<file path="src/rtl/core_pkg.sv">
// Shared core definitions: register-file geometry and register index type.
package core_pkg;

  localparam int NREG = 32;
  localparam int AW   = 5;

  typedef logic [AW-1:0] reg_idx_t;

  localparam reg_idx_t REG_ZERO = 5'd0;

endpackage : core_pkg

</file>
<file path="src/rtl/sb_counter.sv">
// Per-register in-flight write counter for the register scoreboard.
// Saturating up/down counter with synchronous clear; nz is registered from
// the next-state count so it reflects the count after each edge.
module sb_counter #(
  parameter int CNT_W = 2
) (
  input  logic             clk,
  input  logic             reset,
  input  logic             inc,
  input  logic             dec,
  input  logic             clr,
  output logic [CNT_W-1:0] cnt,
  output logic             nz
);

  localparam logic [CNT_W-1:0] ZERO = {CNT_W{1'b0}};
  localparam logic [CNT_W-1:0] ONE  = {{(CNT_W-1){1'b0}}, 1'b1};
  localparam logic [CNT_W-1:0] MAXC = {CNT_W{1'b1}};

  logic [CNT_W-1:0] cnt_q, cnt_d;
  logic             nz_q, nz_d;

  // Next count: clear wins; otherwise one increment and one decrement cancel,
  // decrement never underflows and increment never wraps.
  always_comb begin
    cnt_d = cnt_q;
    if (clr) begin
      cnt_d = ZERO;
    end else if (inc && !(dec && (cnt_q != ZERO))) begin
      if (cnt_q != MAXC) begin
        cnt_d = cnt_q + ONE;
      end else begin
        cnt_d = cnt_q;
      end
    end else if (!inc && dec && (cnt_q != ZERO)) begin
      cnt_d = cnt_q - ONE;
    end else begin
      cnt_d = cnt_q;
    end
    nz_d = (cnt_d != ZERO);
  end

  // Counter and busy flag state, cleared asynchronously by reset.
  always_ff @(posedge clk or negedge reset) begin
    if (!reset) begin
      cnt_q <= ZERO;
      nz_q  <= 1'b0;
    end else begin
      cnt_q <= cnt_d;
      nz_q  <= nz_d;
    end
  end

  assign cnt = cnt_q;
  assign nz  = nz_q;

endmodule : sb_counter

</file>
<file path="src/rtl/reg_scoreboard.sv">
// Read-side hazard tracker for the 32-entry register file. Counts in-flight
// writes per register, stalls issue on RAW hazards or a saturated destination
// count, and releases entries in the same cycle writeback writes the file.
module reg_scoreboard
  import core_pkg::*;
#(
  parameter int CNT_W = 2
) (
  input  logic            clk,
  input  logic            reset,
  input  logic            issue_valid,
  input  logic [AW-1:0]   issue_rs1,
  input  logic            issue_rs1_used,
  input  logic [AW-1:0]   issue_rs2,
  input  logic            issue_rs2_used,
  input  logic [AW-1:0]   issue_rd,
  input  logic            issue_rd_we,
  output logic            stall,
  input  logic            wb_valid,
  input  logic [AW-1:0]   wb_rd,
  input  logic            flush,
  output logic [NREG-1:0] busy_vec,
  output logic            err
);

  localparam logic [CNT_W-1:0] ZERO = {CNT_W{1'b0}};
  localparam logic [CNT_W-1:0] ONE  = {{(CNT_W-1){1'b0}}, 1'b1};
  localparam logic [CNT_W-1:0] MAXC = {CNT_W{1'b1}};

  logic [CNT_W-1:0] cnt_s [NREG];
  logic [CNT_W-1:0] eff_s [NREG];
  logic [NREG-1:0]  nz_s;
  logic             haz1_s, haz2_s, sat_s, stall_s, acc_s;
  logic             err_q, err_d;

  // x0 is never tracked: constant zero count and never busy.
  assign cnt_s[0] = ZERO;
  assign eff_s[0] = ZERO;
  assign nz_s[0]  = 1'b0;

  for (genvar g = 1; g < NREG; g++) begin : g_reg
    logic rel_g, inc_g;

    // Writeback release and accepted-issue increment for this register.
    assign rel_g = wb_valid && (wb_rd == reg_idx_t'(g));
    assign inc_g = acc_s && issue_rd_we && (issue_rd == reg_idx_t'(g));

    // Effective count seen by issue: a same-cycle writeback is already gone.
    assign eff_s[g] = (rel_g && (cnt_s[g] != ZERO)) ? (cnt_s[g] - ONE) : cnt_s[g];

    sb_counter #(.CNT_W(CNT_W)) u_cnt (
      .clk   (clk),
      .reset (reset),
      .inc   (inc_g),
      .dec   (rel_g),
      .clr   (flush),
      .cnt   (cnt_s[g]),
      .nz    (nz_s[g])
    );
  end

  // Hazard decode against the bypassed counts; flush suppresses the stall.
  always_comb begin
    haz1_s  = issue_rs1_used && (issue_rs1 != REG_ZERO) && (eff_s[issue_rs1] != ZERO);
    haz2_s  = issue_rs2_used && (issue_rs2 != REG_ZERO) && (eff_s[issue_rs2] != ZERO);
    sat_s   = issue_rd_we && (issue_rd != REG_ZERO) && (eff_s[issue_rd] == MAXC);
    stall_s = issue_valid && !flush && (haz1_s || haz2_s || sat_s);
    acc_s   = issue_valid && !stall_s && !flush;
  end

  // Sticky error: a writeback to a register with no write in flight.
  always_comb begin
    if (wb_valid && (wb_rd != REG_ZERO) && (cnt_s[wb_rd] == ZERO) && !flush) begin
      err_d = 1'b1;
    end else begin
      err_d = err_q;
    end
  end

  // Error flag state; only reset clears it.
  always_ff @(posedge clk or negedge reset) begin
    if (!reset) begin
      err_q <= 1'b0;
    end else begin
      err_q <= err_d;
    end
  end

  assign stall    = stall_s;
  assign busy_vec = nz_s;
  assign err      = err_q;

endmodule : reg_scoreboard

</file>
<file path="config.mk">
export PLATFORM = sky130hd
export DESIGN_NAME = reg_scoreboard
export DESIGN_NICKNAME = d
export VERILOG_FILES = /design/src/rtl/core_pkg.sv /design/src/rtl/sb_counter.sv /design/src/rtl/reg_scoreboard.sv
export SDC_FILE = /design/constraint.sdc
export NUM_CORES = 1
export LEC_CHECK = 0
export ABC_AREA = 1
export CAP_MARGIN = 20
export CORE_ASPECT_RATIO = 1.75
export CORE_MARGIN = 2
export CORE_UTILIZATION = 32
export DETAILED_ROUTE_END_ITERATION = 7
export HOLD_SLACK_MARGIN = 0.06
export PLACE_DENSITY = 0.53
export SLEW_MARGIN = 25
export SYNTH_ARGS = -nofsm -noshare
export SYNTH_HDL_FRONTEND = slang
export SYNTH_SLANG_ARGS = --single-unit
</file>
<file path="constraint.sdc">
create_clock -name clk -period 5 [get_ports clk]
set_input_delay 1 -clock clk [delete_from_list [all_inputs] [get_ports clk]]
set_output_delay 1 -clock clk [all_outputs]
set_load 0.02 [all_outputs]
</file>
==> results.tsv <==
metric	value	unit
cell-internal power	1280	uW
router iterations before antenna repair	7	
Die Wd	136	microns
GP Congestion	0.994	
Final setup viols	0	
DRC Markers	0	
layout cells sized above 1	0.117	
worst path required time	4000	ps
Pins Over Slew Limit	0	
Setup CP Type	in -> out	
Combinational Power Share	0.207	
DRT iter0 DRCs	874	
vias in the first global route	11200	
RSZ-0062 raised after global routing	no	
worst slew pin tran	953	ps
Synth Instances	1650	
top-count cell post-synth	nand2_1	
Hold-fix buffers, CTS	0	
Clock Sinks	94	
P per Cell Area	155	nW/um^2
Die Span Y	235	microns
grt met2 use	0.429	
Synth Flop Type	dfrtp_1	
post-route minimum period	4700	ps
most used routing layer	met2	
hold slack	479	ps
buffers added on ports	60	
Clock transition at path regs	60	ps
CP endpoint kind	output pin	
Rel. slew slack	0.364	
met3 Use GR	0.0378	
Tcrit/Tclk final	0.940	
Mapped Avg Cell Area	5.92	sq um
Placed Cells	2184	
Total Power	1860	uW
area grow syn2layout	23.0	%
CTS tree	built	
syn nets	1740	
post-detailed-placement half-perimeter wirelength	30100	microns
Clock Skews	7.90	ps
worst hold path type	reg -> reg	
Seq cells post-synth	94	
post-synth top area share	0.241	
H-tree levels	3	
met1 Track Usage GR	0.268	
Synth area leader	dfrtp_1	
Rows	84	
fmax	213	MHz
max-cap violations	0	
first-pass GRT wire length	59400	microns
nets@finish	1898	
synth cell count leaders	571 x nand2_1, 280 x nand3_1, 222 x inv_1	
CTS Buffer Depth	2	
die area	32000	sq um
Starting Density	0.325	
Total GRT Usage	0.244	
post-layout util	0.399	
switching share of power	0.314	
Reg power frac	0.410	
largest net degree at the start of global routing	68	
share of synthesized registers carrying an async set or reset	1.00	
CTS Buf Count	9	
initial antenna violation count	0	
crit path DAT	3700	ps
ANT cells	0	
library cells used by synthesis	33	
worst vdd ir	174	uV
CP startpoint kind	primary input	
number of enable flip-flop cells after synthesis	0	
Ys Warns	0	
leakage power	0.00679	uW
final hold violation count	0	
Post-DRT Antenna Nets	0	
postcts setup bufs	0	
synthesized area	9760	sq um
Post-Layout Cell Count	2200	
clock power share	0.383	
Post-Route WL	38400	microns
status	completed	
TNS Setup	0	ps
synth top area cells	dfrtp_1 24%, nand2_1 22%, nand3_1 14%	
Routed WL per cell	17.5	microns
clk_lat worst skew	380	ps
# IOs	62	
Overflow after GRT	0	
core area	30100	sq um
CP max FO	10	
register area share after synthesis	0.241	
via/cell ratio	5.17	
Clock Root Buffer	clkbuf_16	
total via count in the routed design	11400	
sw power	585	uW
## flip-flops by register name, summed over array words and instances (netlist names)
| signal | flops |
|---|---|
| g.u_cnt.cnt | 62 |
| g.u_cnt.nz | 31 |
| err | 1 |
## repair_timing
item,in CTS,in global routing
pin swaps,1,0
gates resized for setup,1,1
endpoints found under the setup margin,1,1
## per-layer routing
metal / wire [microns] / vias to the layer above / part of all wire
met4: 2610 / 0 / 0.068
met1: 14400 / 5222 / 0.37
met5: 0 / - / 0
met2: 19200 / 460 / 0.50
met3: 2240 / 146 / 0.058
li1: - / 5547 / -
## power by group through the flow
stage | Clock, uW | Combinational, uW | Sequential (uW)
after floorplan | 0 | 183 | 778
after global placement | 0 | 381 | 779
after detailed placement | 0 | 379 | 779
after CTS | 747 | 380 | 764
after global routing | 768 | 408 | 764
final | 715 | 385 | 764
## cells by family (layout without fill, tap and decap cells)
logic type,count (synthesis),in the layout,share of synthesized area
buf+inv,309,472,0.139
fa+ha+maj,62,62,0.0795
flops,94,94,0.241
simple gates,1111,1111,0.499
other cells,1,1,0.000384
compound gates,73,73,0.0411
## cell type report
class	count	area [sq um]
inverter	242	908
sequential	94	2350
clock buffer	14	284
clock inverter	2	13.8
tap	387	484
timing repair buffer	214	1910
multi-input combinational	1247	6050
fill	3340	18100
## per-stage QoR
stage	setup WS (ps)	cell area (sq um)
after floorplan	1170	9760
after global placement	-22.2	11700
after detailed placement	7.06	11700
after CTS	3.70	12000
after global routing	97.1	12000
final	298	12000
## critical path: stages
cell and delay, ps:
clkdlybuf4s50_1 550, inv_2 70, nand2_2 260, buf_4 220, nor2_8 50, nand2_1 140, nand2_1 70, nand2_1 120
nand2_1 70, nand2_1 60, nand2_1 50, o21ai_0 270, nand4_1 140, nand2_1 100, nand2_1 50, nand2_1 100
nor2_4 40, nor2_1 80, dlymetal6s2s_1 230
## cell usage in the layout (no fill, tap or decap), types with 11 or more instances in the layout
cell             instances
nor2_4                  12
nand2_1                571
nand3_1                280
a21oi_1                 36
dfrtp_1                 94
nor2_1                 149
inv_1                  222
clkdlybuf4s50_1         57
o21ai_1                 11
o21ai_0                 13
nand4_1                 45
ha_1                    62
inv_2                   13
buf_12                  12
buf_4                  143
nor3_1                  24
## final timing paths
check	from	endpoint	slack, ps	cells after the start
setup / recovery	wb_rd[1]	stall	300	19
hold / removal	err	err	480	1
setup reg to reg	g_reg[23].u_cnt.cnt[0]	g_reg[3].u_cnt.nz	1370	24
hold reg to reg	err	err	480	1
max in group asynchronous	reset	g_reg[16].u_cnt.nz	3310	2
min in group asynchronous	reset	g_reg[12].u_cnt.nz	730	1
(Power assumes the default switching activity.)
